==> config.mk <==
export PLATFORM = sky130hd
export DESIGN_NAME = alu_sequencer
export DESIGN_NICKNAME = d
export VERILOG_FILES = /design/src/rtl/alu_pkg.sv /design/src/rtl/seq_regfile.sv /design/src/rtl/alu_sequencer.sv
export SDC_FILE = /design/constraint.sdc
export NUM_CORES = 1
export LEC_CHECK = 0
export ABC_AREA = 1
export BUFFER_PORTS_ARGS = -buffer_cell sky130_fd_sc_hd__buf_2
export CELL_PAD_IN_SITES_DETAIL_PLACEMENT = 0
export CELL_PAD_IN_SITES_GLOBAL_PLACEMENT = 1
export CORE_AREA = 2 2 121 123
export DETAILED_ROUTE_END_ITERATION = 12
export DIE_AREA = 0 0 123 125
export GPL_TIMING_DRIVEN = 0
export PLACE_DENSITY_LB_ADDON = 0.15
export SLEW_MARGIN = 20
export SYNTH_ARGS = -nofsm -noshare
export SYNTH_HDL_FRONTEND = slang
export SYNTH_HIERARCHICAL = 1
export SYNTH_SLANG_ARGS = --single-unit
==> constraint.sdc <==
create_clock -name ck -period 3.4 [get_ports ck]
set_input_delay 0.34 -clock ck [delete_from_list [all_inputs] [get_ports ck]]
set_output_delay 0.34 -clock ck [all_outputs]
set_load 0.01 [all_outputs]
==> src/rtl/alu_pkg.sv <==
// Shared ALU definitions: datapath sizing, control codes and operand-class helper.
// Imported by the issue stage and by benches that model the ALU.
package alu_pkg;

    localparam int DW   = 8;
    localparam int NREG = 8;
    localparam int AW   = $clog2(NREG);

    localparam logic [3:0] ALU_ADD = 4'b0000;
    localparam logic [3:0] ALU_SUB = 4'b0001;
    localparam logic [3:0] ALU_AND = 4'b1000;
    localparam logic [3:0] ALU_OR  = 4'b1001;
    localparam logic [3:0] ALU_XOR = 4'b1010;
    localparam logic [3:0] ALU_NOT = 4'b1011;
    localparam logic [3:0] ALU_SHL = 4'b1100;
    localparam logic [3:0] ALU_SHR = 4'b1101;
    localparam logic [3:0] ALU_ROR = 4'b1110;
    localparam logic [3:0] ALU_RCL = 4'b1111;

    // Codes 1011..1111 only consume operand A, so rb must not create a hazard.
    function automatic logic is_unary(input logic [3:0] op);
        return (op >= ALU_NOT);
    endfunction

endpackage

==> src/rtl/seq_regfile.sv <==
// General register file for the ALU issue stage: one write port, three
// combinational read ports, all entries cleared by the asynchronous reset.
module seq_regfile
    import alu_pkg::*;
(
    input  logic          ck,
    input  logic          rst_n,
    input  logic          we,
    input  logic [AW-1:0] waddr,
    input  logic [DW-1:0] wdata,
    input  logic [AW-1:0] raddr_a,
    output logic [DW-1:0] rdata_a,
    input  logic [AW-1:0] raddr_b,
    output logic [DW-1:0] rdata_b,
    input  logic [AW-1:0] raddr_c,
    output logic [DW-1:0] rdata_c
);

    logic [DW-1:0] regs [NREG];

    always_ff @(posedge ck or negedge rst_n) begin
        if (!rst_n) begin
            for (int i = 0; i < NREG; i++) begin
                regs[i] <= '0;
            end
        end else if (we) begin
            regs[waddr] <= wdata;
        end
    end

    assign rdata_a = regs[raddr_a];
    assign rdata_b = regs[raddr_b];
    assign rdata_c = regs[raddr_c];

endmodule

==> src/rtl/alu_sequencer.sv <==
// Issue stage for the two-stage 8-bit ALU: handshake, RAW hazard stall,
// operand registers and the three-deep valid/rd chain that drives writeback.
module alu_sequencer
    import alu_pkg::*;
(
    input  logic          ck,
    input  logic          rst_n,
    input  logic          in_valid,
    output logic          in_ready,
    input  logic [3:0]    in_op,
    input  logic [AW-1:0] in_ra,
    input  logic [AW-1:0] in_rb,
    input  logic [AW-1:0] in_rd,
    input  logic          ld_valid,
    output logic          ld_ready,
    input  logic [AW-1:0] ld_addr,
    input  logic [DW-1:0] ld_data,
    output logic [DW-1:0] alu_a,
    output logic [DW-1:0] alu_b,
    output logic [3:0]    alu_ctr,
    input  logic [DW-1:0] alu_o,
    output logic          wb_valid,
    output logic [AW-1:0] wb_rd,
    output logic [DW-1:0] wb_data,
    output logic          idle,
    input  logic [AW-1:0] dbg_addr,
    output logic [DW-1:0] dbg_data
);

    // Bit 0 = s1 (issued), bit 1 = s2 (ALU input latch), bit 2 = s3 (O valid).
    logic [2:0]    stg_valid;
    logic [AW-1:0] stg_rd [3];

    logic          hazard;
    logic          accept;
    logic          rf_we;
    logic [AW-1:0] rf_waddr;
    logic [DW-1:0] rf_wdata;
    logic [DW-1:0] rd_a;
    logic [DW-1:0] rd_b;

    always_comb begin
        hazard = 1'b0;
        for (int i = 0; i < 3; i++) begin
            if (stg_valid[i] && ((stg_rd[i] == in_ra) ||
                                 (!is_unary(in_op) && (stg_rd[i] == in_rb)))) begin
                hazard = 1'b1;
            end
        end
    end

    assign in_ready = !ld_valid && !hazard;
    assign accept   = in_valid && in_ready;
    assign idle     = ~|stg_valid;
    assign ld_ready = idle;

    assign wb_valid = stg_valid[2];
    assign wb_rd    = stg_rd[2];
    assign wb_data  = alu_o;

    // Writeback and preload never overlap: preload is only accepted when idle.
    assign rf_we    = wb_valid || (ld_valid && idle);
    assign rf_waddr = wb_valid ? wb_rd : ld_addr;
    assign rf_wdata = wb_valid ? alu_o : ld_data;

    seq_regfile u_regfile (
        .ck      (ck),
        .rst_n   (rst_n),
        .we      (rf_we),
        .waddr   (rf_waddr),
        .wdata   (rf_wdata),
        .raddr_a (in_ra),
        .rdata_a (rd_a),
        .raddr_b (in_rb),
        .rdata_b (rd_b),
        .raddr_c (dbg_addr),
        .rdata_c (dbg_data)
    );

    always_ff @(posedge ck or negedge rst_n) begin
        if (!rst_n) begin
            alu_a   <= '0;
            alu_b   <= '0;
            alu_ctr <= '0;
        end else if (accept) begin
            alu_a   <= rd_a;
            alu_b   <= rd_b;
            alu_ctr <= in_op;
        end
    end

    always_ff @(posedge ck or negedge rst_n) begin
        if (!rst_n) begin
            stg_valid <= '0;
            for (int i = 0; i < 3; i++) begin
                stg_rd[i] <= '0;
            end
        end else begin
            stg_valid <= {stg_valid[1:0], accept};
            stg_rd[0] <= in_rd;
            stg_rd[1] <= stg_rd[0];
            stg_rd[2] <= stg_rd[1];
        end
    end

endmodule

======== Word level (Yosys, flattened, before mapping) ========
Index checks and enable logic that the tools add are counted.
cells by class
  magnitude comparators ................... 6
  equal/unequal tests ..................... 6
  multiplexer cells ....................... 17
  bitwise logic cells ..................... 4
  reduce and logical (&&, ||, !) cells .... 19
operators by type and width
  kind                number
  $bmux 8 s3          3
  $bwmux 64           1
  $mux 8              8
  $demux 8 s3         1
  $ge 4x4->1 const B  5
  $eq 3x3->1          6
  $not 3->4           4
  $logic_and 1x1->1   10
  $logic_not 1->1     4
  $logic_or 1x1->1    4
  $lt 4x1->1 const B  1
  $mux 1              3
  $mux 3              1
  $reduce_or 3->1     1
storage, ports and cells
  flip-flop bits (word level) ............. 96
  bits of input ports ..................... 39

======== Logic depth before layout (Yosys ltp) ========
Gate-level depths: netlist of run 1.
  word-level depth ........................ 11
  mapped depth ............................ 13
  depth with buffers taken out ............ 12

======== Cells and area by module ========
The synthesis of run 1 kept the hierarchy.
by module, submodules not included
  module         times used  cells an instance  area each (µm²)  sequential area each (µm²)
  seq_regfile    1           739                4,414.2          1,601.5
  alu_sequencer  1           231                1,700.4          800.8

======== Worst setup path after synthesis of run 1 ========
OpenSTA, ideal clock, no wires.
  path type ............................... flip-flop to flip-flop
  start ................................... register stg_valid[2]
  end ..................................... register u_regfile/regs[42] in the netlist's numbering
  setup time .............................. 0.128 ns
  arrival time ............................ 1.889 ns
  required time ........................... 3.272 ns
  setup slack ............................. 1.383 ns
  cell stages (with the launch flop) ...... 12
  buffers on the path ..................... 3
  clock period less this slack ............ 2.017 ns
  path through ............................ dfrtp_1 clkbuf_1 inv_1 clkbuf_1 nand2_1 o21ai_0 inv_1 nor2_1 nand2_1 buf_6 nand2_1 o21ai_0
on the way
  cells in the longest elaborated chain, start to end .. 7
  elaborated cells between the ends (all ways) .. 13
ends and longest elaborated chain
  what                                                                   line                 source
  from (decl)                                                            alu_sequencer.sv:31  logic [2:0] stg_valid;
  from (signal assigned)                                                 alu_sequencer.sv:99  stg_valid <= {stg_valid[1:0], accept};
  $mux 3 (*)                                                             alu_sequencer.sv:63  assign rf_waddr = wb_valid ? wb_rd : ld_addr;
  via rf_waddr[1]                                                        alu_sequencer.sv:37  logic [AW-1:0] rf_waddr;
  $not 3->4 (implied by the code) (*)                                    seq_regfile.sv:27    regs[waddr] <= wdata;
  $ge 4x4->1 (implied by the code) / $lt 4x1->1 (equally long branches)  seq_regfile.sv:27
  $logic_and 1x1->1 (implied by the code)                                seq_regfile.sv:27
  $mux 8 (implied by the code)                                           seq_regfile.sv:27
  $demux 8 s3 (*)                                                        seq_regfile.sv:27
  $bwmux 64 (*)                                                          seq_regfile.sv:27
  to (signal, indexed assignment)                                        seq_regfile.sv:27
  to (decl)                                                              seq_regfile.sv:19    logic [DW-1:0] regs [NREG];
The timed path passes the listed nets; every way through them passes the cells marked *.
A chain may end at the register's enable or synchronous reset.

======== Final worst setup path of run 1 ========
  start ................................... register stg_valid[2]
  end ..................................... register u_regfile/regs[62] in the netlist's numbering
Same word-level chain as after synthesis.

==> results by group, run 1 <==
Place
  – GPL Wtd Cong: 0.897
  – IO Port Bufs: 78
  – Hpwl dp: 15,500 µm

Routing
  – Drt drc: 0
  – Routed Antenna Nets: 0
  – Routed wire length: 19,900 µm
  – WL/cell: 15.9 µm
  – DRT Pass-1 Iters: 5
  – Via count: 6,269
  – Starting DRT DRC Count: 508
  – Via density per instance: 5.02

Critical path
  – CP peak stage delay: 0.59 ns
  – Crit. End Element: flop
  – Reg2Reg Setup Slack: 0.70 ns
  – R2r endpoint: u_regfile/regs[62]
  – Crit Path Class: reg2reg
  – Buffers plus inverters on the worst setup path: 3
  – Worst r2r src: stg_valid[2]
  – R2R depth: 7
  – Critical Path AT: 2.92 ns
  – Worst setup SP type: flop
  – CP top delay family: buffers and inverters
  – Crit-path max FO: 10
  – Worst path required time: 3.62 ns
  – Slowest CP cell: o21ai_0
  – Crit-path cells: clkbuf_1, inv_1, o21ai_0, nor2_1, nand2_1, clkbuf_1, o21ai_0

GRT
  – Global-route track usage on met3: 4.88%
  – Grt met2 use: 40.9%
  – Largest net degree at the start of global routing: 54
  – Overflow after GRT: 0
  – GRT Total Usage: 27.3%
  – Gr busiest metal: met2
  – Vias in the first global route: 5,815
  – First-pass GRT wire length: 31,800 µm
  – Grt met1 use: 39.7%
  – Initial antenna violation count: 0

Synthesis
  – Netlist cell types: 20
  – Syn_nets: 1,009
  – Avg Synthesized Cell Area: 6.30 µm²
  – Post-synth EDFFs: 0
  – Sequential share of the synthesized area: 39.3%
  – Main flop type after synthesis: dfrtp_1
  – Post-synth design cell area: 6110 µm²
  – Post-synthesis register bit count: 96
  – Ys Warns: 6
  – Async S/R FF share, synth: 100%
  – Mapped Cells: 970

STA
  – RSZ-0062 raised after global routing: no
  – Final period util: 79.5%
  – Layout Skew: 0.00847 ns
  – Max-slew violations: 0
  – F_max: 0.370 GHz
  – Setup Viol. Count Final: 0
  – Tightest Pin Transition: 0.666 ns
  – Minimum clock period: 2.70 ns
  – Relative max-transition margin: 55.1%
  – Final setup TNS: 0 ns
  – Final Hold Fails: 0

Clocking
  – # resized after CTS: 0
  – Clk Latency, worst-skew pair: 0.36 ns
  – Clock sink count: 96
  – CTS tree: built
  – Clock H-tree levels: 3
  – Reg clk slew, reported paths: 0.07 ns
  – Clock Tree Root: clkbuf_16
  – Setup repair bufs after CTS: 0
  – Num CTS Buffers: 9
  – Clock Tree Buf Depth: 2
  – Hold_buf cts: 1

Floorplan
  – Die Footprint: 15,400 µm²
  – Starting Density: 43.0%
  – FP Rows: 44
  – Boundary Pins: 82
  – Chip height: 125 µm
  – Die Span X: 123 µm
  – Area of the core: 14,200 µm²

Finish
  – Area grow syn2layout: 15.6%
  – Final core occ: 49.8%
  – Layout cell share with drive strength beyond 1: 13.7%
  – Nets: 1,100
  – ANT cells: 0

Hold path
  – Hold Path Class: in2reg
  – Sink of the worst hold path: stg_rd[8]
  – Hold-critical path depth: 1
  – HP Start: in_rd[2]

Power
  – Switching share of power: 40.2%
  – Seq pwr share: 38.8%
  – Clock share of power: 23.6%
  – Internal Power: 0.00256 W
  – Worst IR Drop VDD: 414 µV
  – P_sw: 0.00172 W
  – P per Cell Area: 605 nW/µm²
  – Logic pwr share: 37.6%
  – P_leak: 4.19 nW

Status
  – Status: finished, final reports clean

Job
  – MaxCap Viol Count: 0
-- cells in the final DEF (no fill, tap or decap), types with 3 or more instances in the layout --
cell       instances
o21ai_0           67
buf_6              8
nand3_1          120
buf_4             14
buf_2            102
clkbuf_16          9
xnor2_1            6
dfrtp_1           96
inv_1            103
nor2_1             4
clkbuf_1          14
nand2_1          502
buf_1              3
-- power by group through the flow --
stage / Clock, W / Sequential (W) / Combinational (W)
after global placement: 0 / 0.00166 / 0.00156
after CTS: 0.00104 / 0.00166 / 0.00158
after floorplan: 0 / 0.00166 / 0.000997
after global routing: 0.00109 / 0.00170 / 0.00183
after detailed placement: 0 / 0.00167 / 0.00157
final: 0.00101 / 0.00166 / 0.00160
-- worst reg2reg max path, stage by stage (launching register included) --
cell,delay (ns)
dfrtp_1,0.38
clkbuf_1,0.42
inv_1,0.19
o21ai_0,0.59
nor2_1,0.14
nand2_1,0.32
clkbuf_1,0.38
o21ai_0,0.15
-- per-stage QoR --
step / setup WS [ns] / hold WS, ns / area, µm² / instances / total power, W
after floorplan: 1.38 / 0.0444 / 6110 / 970 / 0.00266
after global placement: 0.794 / 0.393 / 6740 / 1232 / 0.00322
after detailed placement: 0.724 / 0.296 / 6770 / 1233 / 0.00325
after CTS: 0.717 / 0.0726 / 7070 / 1250 / 0.00428
after global routing: 0.371 / 0.0688 / 7070 / 1250 / 0.00462
final: 0.697 / 0.0834 / 7070 / 1250 / 0.00427
-- cells in the mapped netlist (3+ instances only) --
| master | n | area share, % |
|---|---|---|
| clkbuf_1 | 12 | 0.74 |
| buf_6 | 7 | 1.3 |
| o21ai_0 | 67 | 5.5 |
| nor2_1 | 4 | 0.25 |
| inv_1 | 103 | 6.3 |
| buf_1 | 3 | 0.18 |
| nand3_1 | 120 | 9.8 |
| nand2_1 | 502 | 31 |
| dfrtp_1 | 96 | 39 |
| buf_4 | 14 | 1.7 |
| buf_2 | 25 | 2.0 |
| xnor2_1 | 6 | 0.86 |
-- flip-flops by register name, indices dropped and copies added, names as in the netlist --
name	count
alu_ctr	4
wb_rd	3
alu_a	8
alu_b	8
stg_rd	6
u_regfile/regs	64
stg_valid	3
-- routing by layer --
layer  wire [µm]  up-vias
met5           0        -
met3        1400       26
li1            -     3141
met2        8530      226
met4         585        0
met1        9360     2876
-- cell families (layout without fill, tap and decap cells) --
logic type / count (synthesis) / in the layout / share of synthesized area, %
AO/OA/AOI/OAI: 70 / 70 / 5.73
XOR/XNOR: 6 / 6 / 0.859
flip-flops: 96 / 96 / 39.3
AND/OR/NAND/NOR: 632 / 632 / 41.7
buffers and inverters: 166 / 262 / 12.4
-- area by class of cell --
cell class                 instances  area (µm²)
clock inverter                     5        57.6
fill                            1571        7130
clock buffer                      11         233
timing repair buffer              80         434
tap                              184         230
inverter                         105         394
buffer                            61         365
multi-input combinational        708        2950
sequential                        96        2400
-- worst max path at each step --
stage,startpoint,end,cells past startpoint
after floorplan,stg_valid[2],u_regfile/regs[42],11
after detailed placement,stg_valid[2],u_regfile/regs[62],7
after global placement,stg_valid[2],u_regfile/regs[61],9
final,stg_valid[2],u_regfile/regs[62],7
after global routing,stg_valid[2],u_regfile/regs[58],7
after CTS,stg_valid[2],u_regfile/regs[62],7
(Power assumes the default switching activity.)
==> inputs of run 2 (changes only) <==
--- a/config.mk
+++ b/config.mk
@@ -9,9 +9,9 @@
 export BUFFER_PORTS_ARGS = -buffer_cell sky130_fd_sc_hd__buf_2
 export CELL_PAD_IN_SITES_DETAIL_PLACEMENT = 0
 export CELL_PAD_IN_SITES_GLOBAL_PLACEMENT = 1
-export CORE_AREA = 2 2 121 123
+export CORE_AREA = 2 2 126 128
 export DETAILED_ROUTE_END_ITERATION = 12
-export DIE_AREA = 0 0 123 125
+export DIE_AREA = 0 0 128 130
 export GPL_TIMING_DRIVEN = 0
 export PLACE_DENSITY_LB_ADDON = 0.15
 export SLEW_MARGIN = 20
==> constraint.sdc (replaced) <==
create_clock -name ck -period 2.7 [get_ports ck]
set_input_delay 0.27 -clock ck [delete_from_list [all_inputs] [get_ports ck]]
set_output_delay 0.27 -clock ck [all_outputs]
set_load 0.01 [all_outputs]
==> run 2 against run 1 <==
Count of clock-buffer cells in the layout grew 1. Fmax grew 8.9%. Clock skew grew 0.0029 ns. Sequential power grew 26%. Global-route usage shrank 1.5 points. Routed wire length grew 3.6%. Critical endpoint is now u_regfile/regs[61].
==> results by group, run 2 (same netlist as run 1, synthesis figures left out) <==
Status
  – Status: finished, final reports clean (unchanged)

Place
  – Pre-CTS setup slack: -0.0304 ns (was 0.724 ns)
  – IO Port Bufs: 78 (unchanged)
  – Placed inst area: 6780 µm² (was 6770 µm²)
  – GPL Wtd Cong: 0.909 (was 0.897)
  – Hpwl dp: 15,800 µm (was 15,500 µm)

Routing
  – Routed wire length: 20,600 µm (was 19,900 µm)
  – DRT Pass-1 Iters: 5 (unchanged)
  – Drt drc: 0 (unchanged)
  – Routed Antenna Nets: 0 (unchanged)
  – Via density per instance: 5.03 (was 5.02)
  – Via count: 6,317 (was 6,269)
  – Starting DRT DRC Count: 599 (was 508)
  – WL/cell: 16.4 µm (was 15.9 µm)

Finish
  – Nets: 1,099 (was 1,100)
  – Finished Cell Area: 7070 µm² (about the same)
  – Layout filler cell count: 1,703 (was 1,571)
  – ANT cells: 0 (unchanged)
  – Commonest non-fill, non-tap cells in the layout: 502 x nand2_1, 120 x nand3_1, 103 x inv_1, 102 x buf_2, 96 x dfrtp_1 (unchanged)
  – Layout cell share with drive strength beyond 1: 13.9% (was 13.7%)
  – Biggest regs: u_regfile/regs x64, alu_a x8, alu_b x8 (unchanged)
  – Commonest non-fill, non-tap cell in the layout: nand2_1 (unchanged)
  – Final core occ: 45.8% (was 49.8%)
  – Largest register FFs: 64 (unchanged)
  – Largest register by flop count: u_regfile/regs (unchanged)
  – Area grow syn2layout: 15.6% (about the same)

Clocking
  – Clock Tree Buf Depth: 2 (unchanged)
  – Setup repair bufs after CTS: 0 (unchanged)
  – Clock H-tree levels: 3 (unchanged)
  – Clk Latency, worst-skew pair: 0.35 ns (was 0.36 ns)
  – Reg clk slew, reported paths: 0.07 ns (about the same)
  – Clock sink count: 96 (unchanged)
  – CTS tree: built (unchanged)
  – Num CTS Buffers: 9 (unchanged)
  – Clock Tree Root: clkbuf_16 (unchanged)

STA
  – F_max: 0.403 GHz (was 0.370 GHz)
  – Max-slew violations: 0 (unchanged)
  – Setup Viol. Count Final: 0 (unchanged)
  – Relative max-transition margin: 54.3% (was 55.1%)
  – Layout Skew: 0.0114 ns (was 0.00847 ns)
  – Final worst-path setup slack: 0.219 ns (was 0.697 ns)
  – Minimum clock period: 2.48 ns (was 2.70 ns)
  – RSZ-0062 raised after global routing: no (unchanged)
  – Final Hold Fails: 0 (unchanged)
  – Final period util: 91.9% (was 79.5%)
  – Final hold slack: 0.0193 ns (was 0.0834 ns)
  – Tightest Pin Transition: 0.678 ns (was 0.666 ns)

GRT
  – First-pass GRT wire length: 32,400 µm (was 31,800 µm)
  – GRT Total Usage: 25.8% (was 27.3%)
  – Vias in the first global route: 5,787 (was 5,815)
  – Largest net degree at the start of global routing: 52 (was 54)
  – Overflow after GRT: 0 (unchanged)
  – Initial antenna violation count: 0 (unchanged)

Critical path
  – Crit path launch: stg_valid[2] (unchanged)
  – Crit. End Element: flop (unchanged)
  – R2r endpoint: u_regfile/regs[61] (was u_regfile/regs[62])
  – R2R depth: 6 (was 7)
  – Critical Path AT: 2.70 ns (was 2.92 ns)
  – Worst path required time: 2.92 ns (was 3.62 ns)
  – Crit Path Class: reg2reg (unchanged)
  – Worst setup SP type: flop (unchanged)
  – Worst r2r src: stg_valid[2] (unchanged)
  – Crit-path max FO: 12 (was 10)
  – CP Capture Point: u_regfile/regs[61] (was u_regfile/regs[62])
  – Reg2Reg Setup Slack: 0.22 ns (was 0.70 ns)

Floorplan
  – Boundary Pins: 82 (unchanged)
  – FP Rows: 46 (was 44)
  – Die Span X: 128 µm (was 123 µm)
  – Starting Density: 39.6% (was 43.0%)
  – Chip height: 130 µm (was 125 µm)
  – Area of the core: 15,400 µm² (was 14,200 µm²)
  – Die Footprint: 16,600 µm² (was 15,400 µm²)

Job
  – MaxCap Viol Count: 0 (unchanged)

Power
  – PnR Total Power: 0.00536 W (was 0.00427 W)
  – Worst IR Drop VDD: 377 µV (was 414 µV)
  – P_leak: 4.19 nW (about the same)
  – P per Cell Area: 757 nW/µm² (was 605 nW/µm²)

Hold path
  – Hold-critical path depth: 1 (unchanged)
  – Hold Path Class: in2reg (unchanged)
-- run 2: layout make-up --
type,instances,area (µm²),area share (%)
plain buffers,60,363,5.13
clock buffers,12,256,3.63
clock inverters,4,27.5,0.389
inverters,105,394,5.57
multi-input cells,708,2950,41.8
flip-flops and latches,96,2400,34.0
well taps,192,240,3.40
repair buffers,80,434,6.14
-- run 2: worst min path at each step --
stage,to,slack (ns),startpoint
finish,stg_rd[7],0.02,in_rd[1]
global route,stg_rd[8],0.01,in_rd[2]
CTS,stg_rd[7],0.007,in_rd[1]
detailed placement,wb_rd[0],0.24,rst_n
global placement,stg_rd[8],0.38,in_rd[2]
floorplan,alu_a[0],-0.03,rst_n
-- run 2: repair_timing --
action,4_1_cts,5_1_grt
endpoints found under the hold margin,45,0
endpoints found under the setup margin,3,24
hold buffers,1,0
resized for setup,0,2
-- run 2: where the power goes --
group | switching, W | internal [W]
registers | 0.000222 | 0.00187
clock network | 0.000570 | 0.000678
logic | 0.00138 | 0.000636
-- run 2: metrics by stage --
step,instances,TNS (ns)
6_report,1257,0
5_1_grt,1257,0
4_1_cts,1257,0
3_5_place_dp,1241,-0.0417
3_3_place_gp,1240,-0.0304
2_1_floorplan,970,0
-- run 2: layer usage --
metal	share of wire [%]	up-vias	routed length [µm]	GRT usage, %
li1	-	3143	-	-
met1	48	2934	9800	37.6
met2	43	212	8860	39.0
met3	6.8	28	1400	4.39
met4	2.6	0	537	8.40
met5	0	-	0	0
-- run 2: worst max-delay path, stage by stage (launching register included) --
cell and delay, ns:
dfrtp_1 0.59, inv_1 0.17, o21ai_0 0.58, nor2_1 0.18, nand2_1 0.31, clkbuf_1 0.36, o21ai_0 0.15
